`src/rtl/uart_cmd_ctrl.sv`:
```
// Command sequencer between a UART receiver, a register file, an ALU and the TX FIFO.
// Decodes AA/BB/CC/DD command frames and returns read data or ALU results over TX.
module uart_cmd_ctrl #(
    parameter int DATA_WIDTH = 8,
    parameter int ADDR_WIDTH = 4
) (
    input  logic                      CLK,
    input  logic                      RST,
    input  logic [DATA_WIDTH-1:0]     RX_P_DATA,
    input  logic                      RX_D_VLD,
    output logic                      RF_WrEn,
    output logic                      RF_RdEn,
    output logic [ADDR_WIDTH-1:0]     RF_Address,
    output logic [DATA_WIDTH-1:0]     RF_WrData,
    input  logic [DATA_WIDTH-1:0]     RF_RdData,
    input  logic                      RF_RdData_VLD,
    output logic                      ALU_EN,
    output logic [3:0]                ALU_FUN,
    input  logic [2*DATA_WIDTH-1:0]   ALU_OUT,
    input  logic                      ALU_OUT_VLD,
    output logic                      CLK_GATE_EN,
    output logic [DATA_WIDTH-1:0]     TX_P_DATA,
    output logic                      TX_D_VLD,
    input  logic                      FIFO_FULL
);

    typedef enum logic [3:0] {
        IDLE,
        WR_ADDR,
        WR_DATA,
        RD_ADDR,
        RD_WAIT,
        OPA,
        OPB,
        FUN,
        ALU_WAIT,
        TX_RD,
        TX_LSB,
        TX_MSB
    } state_t;

    localparam logic [DATA_WIDTH-1:0] CMD_WR      = DATA_WIDTH'(8'hAA);
    localparam logic [DATA_WIDTH-1:0] CMD_RD      = DATA_WIDTH'(8'hBB);
    localparam logic [DATA_WIDTH-1:0] CMD_ALU_OP  = DATA_WIDTH'(8'hCC);
    localparam logic [DATA_WIDTH-1:0] CMD_ALU_NOP = DATA_WIDTH'(8'hDD);

    state_t state, next_state;

    logic [ADDR_WIDTH-1:0]   wr_addr, wr_addr_d;
    logic [DATA_WIDTH-1:0]   rd_data, rd_data_d;
    logic [2*DATA_WIDTH-1:0] alu_res, alu_res_d;

    logic                    wr_en_d, rd_en_d, alu_en_d, gate_d, tx_vld_d;
    logic [ADDR_WIDTH-1:0]   addr_d;
    logic [DATA_WIDTH-1:0]   wr_data_d, tx_data_d;
    logic [3:0]              fun_d;

    always_ff @(posedge CLK or negedge RST) begin
        if (!RST) begin
            state <= IDLE;
        end else begin
            state <= next_state;
        end
    end

    always_comb begin
        next_state = state;
        case (state)
            IDLE: begin
                if (RX_D_VLD) begin
                    case (RX_P_DATA)
                        CMD_WR:      next_state = WR_ADDR;
                        CMD_RD:      next_state = RD_ADDR;
                        CMD_ALU_OP:  next_state = OPA;
                        CMD_ALU_NOP: next_state = FUN;
                        default:     next_state = IDLE;
                    endcase
                end
            end
            WR_ADDR:  if (RX_D_VLD)      next_state = WR_DATA;
            WR_DATA:  if (RX_D_VLD)      next_state = IDLE;
            RD_ADDR:  if (RX_D_VLD)      next_state = RD_WAIT;
            RD_WAIT:  if (RF_RdData_VLD) next_state = TX_RD;
            OPA:      if (RX_D_VLD)      next_state = OPB;
            OPB:      if (RX_D_VLD)      next_state = FUN;
            FUN:      if (RX_D_VLD)      next_state = ALU_WAIT;
            ALU_WAIT: if (ALU_OUT_VLD)   next_state = TX_LSB;
            TX_RD:    if (!FIFO_FULL)    next_state = IDLE;
            TX_LSB:   if (!FIFO_FULL)    next_state = TX_MSB;
            TX_MSB:   if (!FIFO_FULL)    next_state = IDLE;
            default:                     next_state = IDLE;
        endcase
    end

    // Next values for the registered outputs and captured data; strobes default low,
    // buses and the clock-gate enable hold their last value.
    always_comb begin
        wr_en_d   = 1'b0;
        rd_en_d   = 1'b0;
        alu_en_d  = 1'b0;
        tx_vld_d  = 1'b0;
        addr_d    = RF_Address;
        wr_data_d = RF_WrData;
        fun_d     = ALU_FUN;
        gate_d    = CLK_GATE_EN;
        tx_data_d = TX_P_DATA;
        wr_addr_d = wr_addr;
        rd_data_d = rd_data;
        alu_res_d = alu_res;
        case (state)
            WR_ADDR: begin
                if (RX_D_VLD) wr_addr_d = RX_P_DATA[ADDR_WIDTH-1:0];
            end
            WR_DATA: begin
                if (RX_D_VLD) begin
                    wr_en_d   = 1'b1;
                    addr_d    = wr_addr;
                    wr_data_d = RX_P_DATA;
                end
            end
            RD_ADDR: begin
                if (RX_D_VLD) begin
                    rd_en_d = 1'b1;
                    addr_d  = RX_P_DATA[ADDR_WIDTH-1:0];
                end
            end
            RD_WAIT: begin
                if (RF_RdData_VLD) rd_data_d = RF_RdData;
            end
            OPA: begin
                if (RX_D_VLD) begin
                    wr_en_d   = 1'b1;
                    addr_d    = '0;
                    wr_data_d = RX_P_DATA;
                end
            end
            OPB: begin
                if (RX_D_VLD) begin
                    wr_en_d   = 1'b1;
                    addr_d    = ADDR_WIDTH'(1);
                    wr_data_d = RX_P_DATA;
                end
            end
            FUN: begin
                if (RX_D_VLD) begin
                    alu_en_d = 1'b1;
                    fun_d    = RX_P_DATA[3:0];
                    gate_d   = 1'b1;
                end
            end
            ALU_WAIT: begin
                if (ALU_OUT_VLD) begin
                    alu_res_d = ALU_OUT;
                    gate_d    = 1'b0;
                end
            end
            TX_RD: begin
                if (!FIFO_FULL) begin
                    tx_vld_d  = 1'b1;
                    tx_data_d = rd_data;
                end
            end
            TX_LSB: begin
                if (!FIFO_FULL) begin
                    tx_vld_d  = 1'b1;
                    tx_data_d = alu_res[DATA_WIDTH-1:0];
                end
            end
            TX_MSB: begin
                if (!FIFO_FULL) begin
                    tx_vld_d  = 1'b1;
                    tx_data_d = alu_res[2*DATA_WIDTH-1:DATA_WIDTH];
                end
            end
            default: ;
        endcase
    end

    always_ff @(posedge CLK or negedge RST) begin
        if (!RST) begin
            RF_WrEn     <= 1'b0;
            RF_RdEn     <= 1'b0;
            RF_Address  <= '0;
            RF_WrData   <= '0;
            ALU_EN      <= 1'b0;
            ALU_FUN     <= '0;
            CLK_GATE_EN <= 1'b0;
            TX_P_DATA   <= '0;
            TX_D_VLD    <= 1'b0;
            wr_addr     <= '0;
            rd_data     <= '0;
            alu_res     <= '0;
        end else begin
            RF_WrEn     <= wr_en_d;
            RF_RdEn     <= rd_en_d;
            RF_Address  <= addr_d;
            RF_WrData   <= wr_data_d;
            ALU_EN      <= alu_en_d;
            ALU_FUN     <= fun_d;
            CLK_GATE_EN <= gate_d;
            TX_P_DATA   <= tx_data_d;
            TX_D_VLD    <= tx_vld_d;
            wr_addr     <= wr_addr_d;
            rd_data     <= rd_data_d;
            alu_res     <= alu_res_d;
        end
    end

endmodule

```
`config.mk`:
```
export PLATFORM = sky130hd
export DESIGN_NAME = uart_cmd_ctrl
export DESIGN_NICKNAME = d
export VERILOG_FILES = /design/src/rtl/uart_cmd_ctrl.sv
export SDC_FILE = /design/constraint.sdc
export NUM_CORES = 1
export LEC_CHECK = 0
export CAP_MARGIN = 20
export CORE_MARGIN = 2
export CORE_UTILIZATION = 37
export DETAILED_ROUTE_END_ITERATION = 12
export PLACE_DENSITY = 0.62
export SLEW_MARGIN = 10
export SYNTH_ARGS = -nofsm -noshare
export SYNTH_HDL_FRONTEND = slang
export SYNTH_SLANG_ARGS = --single-unit
```
`constraint.sdc`:
```
create_clock -name CLK -period 5.1 [get_ports CLK]
set_clock_uncertainty 0.1 [all_clocks]
set_input_delay 0.765 -clock CLK [delete_from_list [all_inputs] [get_ports CLK]]
set_output_delay 0.765 -clock CLK [all_outputs]
set_load 0.02 [all_outputs]
```
==> impl_metrics.env <==
export IMPL_synth_top_family_by_area="multiplexers"
export IMPL_critPathMaxFanout=26
export IMPL_final_max_slew_viol_count=0
export IMPL_synth_compound_area_share_pct=9.68
export IMPL_synthArstFlopShare_pct=100
export IMPL_num_rows=31
export IMPL_ioPinCount=67
export IMPL_hold_ws_ns=0.373
export IMPL_grt_max_degree=62
export IMPL_p_clk_share_pct=22.3
export IMPL_hold_buffers=0
export IMPL_path_class="flip-flop to flip-flop"
export IMPL_powerDensity_nw_per_um2=574
export IMPL_layout_drive_gt1_share_pct=20.2
export IMPL_ys_warn_count=0
export IMPL_grt_total_usage_pct=15.4
export IMPL_dp_hpwl_um=4190
export IMPL_arrival_ns=2.61
export IMPL_start_util_pct=38.5
export IMPL_rsz0062_at_grt="false"
export IMPL_cts_buffers=9
export IMPL_wl_um=6010
export IMPL_p_leak_uw=0.00160
export IMPL_synth_cell_types=46
export IMPL_first_iter_violations=68
export IMPL_antenna_left=0
export IMPL_cts_htree_levels=3
export IMPL_synth_top_area_cell="dfrtp_1"
export IMPL_cts_setup_buffers=0
export IMPL_yosysSeqAreaShare_pct=54.4
export IMPL_synth_seq_cells=61
export IMPL_antenna_found_initial=0
export IMPL_power_internal_uw=1430
export IMPL_diodes=0
export IMPL_avgSynthCellArea_um2=11.6
export IMPL_area_growth_pct=33.8
export IMPL_r2r_setup_slack_ns=2.61
export IMPL_synth_top_area_share_pct=54.4
export IMPL_worst_pin_slew_ns=0.999
export IMPL_die_w_um=91.1
export IMPL_status="finished clean"
export IMPL_reg2reg_to="RF_Address[0]"
export IMPL_netlist_area_um2=2800
export IMPL_hold_viol=0
export IMPL_synth_area_leaders="dfrtp_1 (54%), mux2_2 (14%), nand2_1 (4.4%), o21ai_0 (4.3%), mux2i_1 (2.9%)"
export IMPL_die_area_um2=8290
export IMPL_drcViolationCount=0
export IMPL_min_period_over_period_pct=48.9
export IMPL_fin_nets=345
export IMPL_routabilityCongestion=0.778
export IMPL_insertion_delay_ns=0.33
export IMPL_setup_viol=0
export IMPL_power_frac_comb_pct=38.6
export IMPL_ys_flop_type="dfrtp_1"
export IMPL_final_min_clock_period_ns=2.49
export IMPL_endpoint_kind="flip-flop"
export IMPL_cts_path_max_buffers=2
export IMPL_cp_required_ns=5.22
export IMPL_synthMuxAreaShare_pct=17.8
export IMPL_cts_resized=0
export IMPL_r2r_start="state[0]"
export IMPL_cts_clk_slew_worst_paths_ns=0.06
export IMPL_hp_class="flip-flop to flip-flop"
export IMPL_seqPwrFrac_pct=39.0
export IMPL_synth_xor_area_share_pct=0.625
export IMPL_synth_adder_area_share_pct=0
export IMPL_grt_overflow=0
export IMPL_final_cell_mix="clkdlybuf4s50_1 (65), dfrtp_1 (61), mux2_2 (36)"
export IMPL_final_util_pct=51.4
export IMPL_wl_per_cell_um=14.6
export IMPL_coreArea_um2=7290
export IMPL_grt_pass1_wl_um=9960
export IMPL_maxSlewHeadroom_pct=33.4
export IMPL_numPortBuffers=66
export IMPL_final_common_cell="clkdlybuf4s50_1"
export IMPL_cts_num_sinks=61
export IMPL_syn_inst=242
export IMPL_via_per_inst=4.86
export IMPL_p_sw_share_pct=33.5
export IMPL_die_h_um=91.1
export IMPL_max_cap_violations=0
export IMPL_vias=1997
export IMPL_ff2ff_path_depth=5
export IMPL_cts_root_buf="clkbuf_8"
export IMPL_p_sw_uw=722
export IMPL_startpoint="state[0]"
export IMPL_cts_tree="built"
export IMPL_synthSimpleGateAreaFrac_pct=14.4
export IMPL_cp_start_kind="flip-flop"
export IMPL_worst_ir_drop_vdd_mv=0.198
export IMPL_grt_pass1_vias=2058
export IMPL_synth_edf_count=0
export IMPL_firstDrtPassIters=4
export IMPL_tns_ns=0
export IMPL_synth_nets=280
export IMPL_clock_fmax_mhz=401
export IMPL_endpoint="RF_Address[0]"
-- worst min-delay path by stage --
stage | start | slack (ns) | cells after the start | endpoint
2_1_floorplan | RST | 0.37 | 0 | ALU_EN
3_3_place_gp | TX_P_DATA[0] | 0.36 | 2 | TX_P_DATA[0]
3_5_place_dp | ALU_FUN[0] | 0.37 | 2 | ALU_FUN[0]
4_1_cts | TX_P_DATA[3] | 0.38 | 2 | TX_P_DATA[3]
5_1_grt | TX_P_DATA[2] | 0.40 | 2 | TX_P_DATA[2]
6_report | TX_P_DATA[3] | 0.37 | 2 | TX_P_DATA[3]
-- power by group through the flow --
stage | Clock, uW | Sequential (uW) | Combinational [uW]
after global routing | 515 | 870 | 915
after detailed placement | 0 | 849 | 838
after CTS | 493 | 839 | 840
after global placement | 0 | 840 | 828
final | 481 | 840 | 832
after floorplan | 0 | 886 | 490
-- flip-flops by register name (all words and copies together) (netlist names) --
signal and cells:
wr_addr 4, ALU_FUN 4, RF_WrData 8, TX_D_VLD 1, state 4, rd_data 8
RF_RdEn 1, ALU_EN 1, alu_res 16, TX_P_DATA 8, RF_Address 4, RF_WrEn 1
CLK_GATE_EN 1
-- cells in the mapped netlist, types with 2 or more instances --
| master | instances |
|---|---|
| inv_1 | 3 |
| o21a_1 | 2 |
| nor3_1 | 4 |
| dfrtp_1 | 61 |
| a21oi_1 | 4 |
| a31oi_1 | 3 |
| mux2i_1 | 8 |
| nand4_1 | 3 |
| nand2_1 | 33 |
| o211ai_1 | 2 |
| nand3b_1 | 4 |
| mux2_2 | 36 |
| nor3b_1 | 2 |
| o31ai_1 | 2 |
| o21ai_0 | 24 |
| buf_2 | 7 |
| o31a_1 | 2 |
| clkbuf_1 | 5 |
| nor4bb_1 | 3 |
| nand2b_1 | 3 |
| nor2_1 | 6 |
-- logic make-up (layout without fill, tap and decap cells) --
group                  count (synthesis)  after routing
XOR/XNOR                               2              2
buffers and inverters                 17             87
multiplexers                          45             45
flip-flops                            61             61
AO/OA/AOI/OAI                         44             44
AND/OR/NAND/NOR                       73             73
-- metrics by stage --
stage	cell area (um^2)	worst slack, ns	std cells	power (uW)
3_5_place_dp	3520	1.98	394	1690
2_1_floorplan	2800	3.18	242	1380
4_1_cts	3740	2.22	410	2170
5_1_grt	3750	2.49	411	2300
6_report	3750	2.61	411	2150
3_3_place_gp	3520	2.06	394	1670
-- layout make-up --
| class | instances | area, um^2 |
|---|---|---|
| inverter | 3 | 11.3 |
| tap | 99 | 124 |
| clock buffer | 12 | 155 |
| multi-input combinational | 164 | 1190 |
| sequential | 61 | 1530 |
| fill | 693 | 3540 |
| clock inverter | 4 | 70.1 |
| timing repair buffer | 68 | 671 |
-- metal layers --
| layer | track usage, % | vias up | share of wire (%) |
|---|---|---|---|
| li1 | - | 990 | - |
| met1 | 21.5 | 962 | 48 |
| met2 | 23.0 | 36 | 47 |
| met3 | 2.57 | 9 | 3.0 |
| met4 | 8.21 | 0 | 1.6 |
| met5 | 0 | - | 0 |
-- worst max-delay path: stages (launching register included) --
cell	delay (ns)
dfrtp_1	1.00
nand3b_1	0.17
a21oi_1	0.39
buf_4	0.26
or2_4	0.16
mux2_4	0.29
Note: power is estimated with default switching activity, not from simulation.
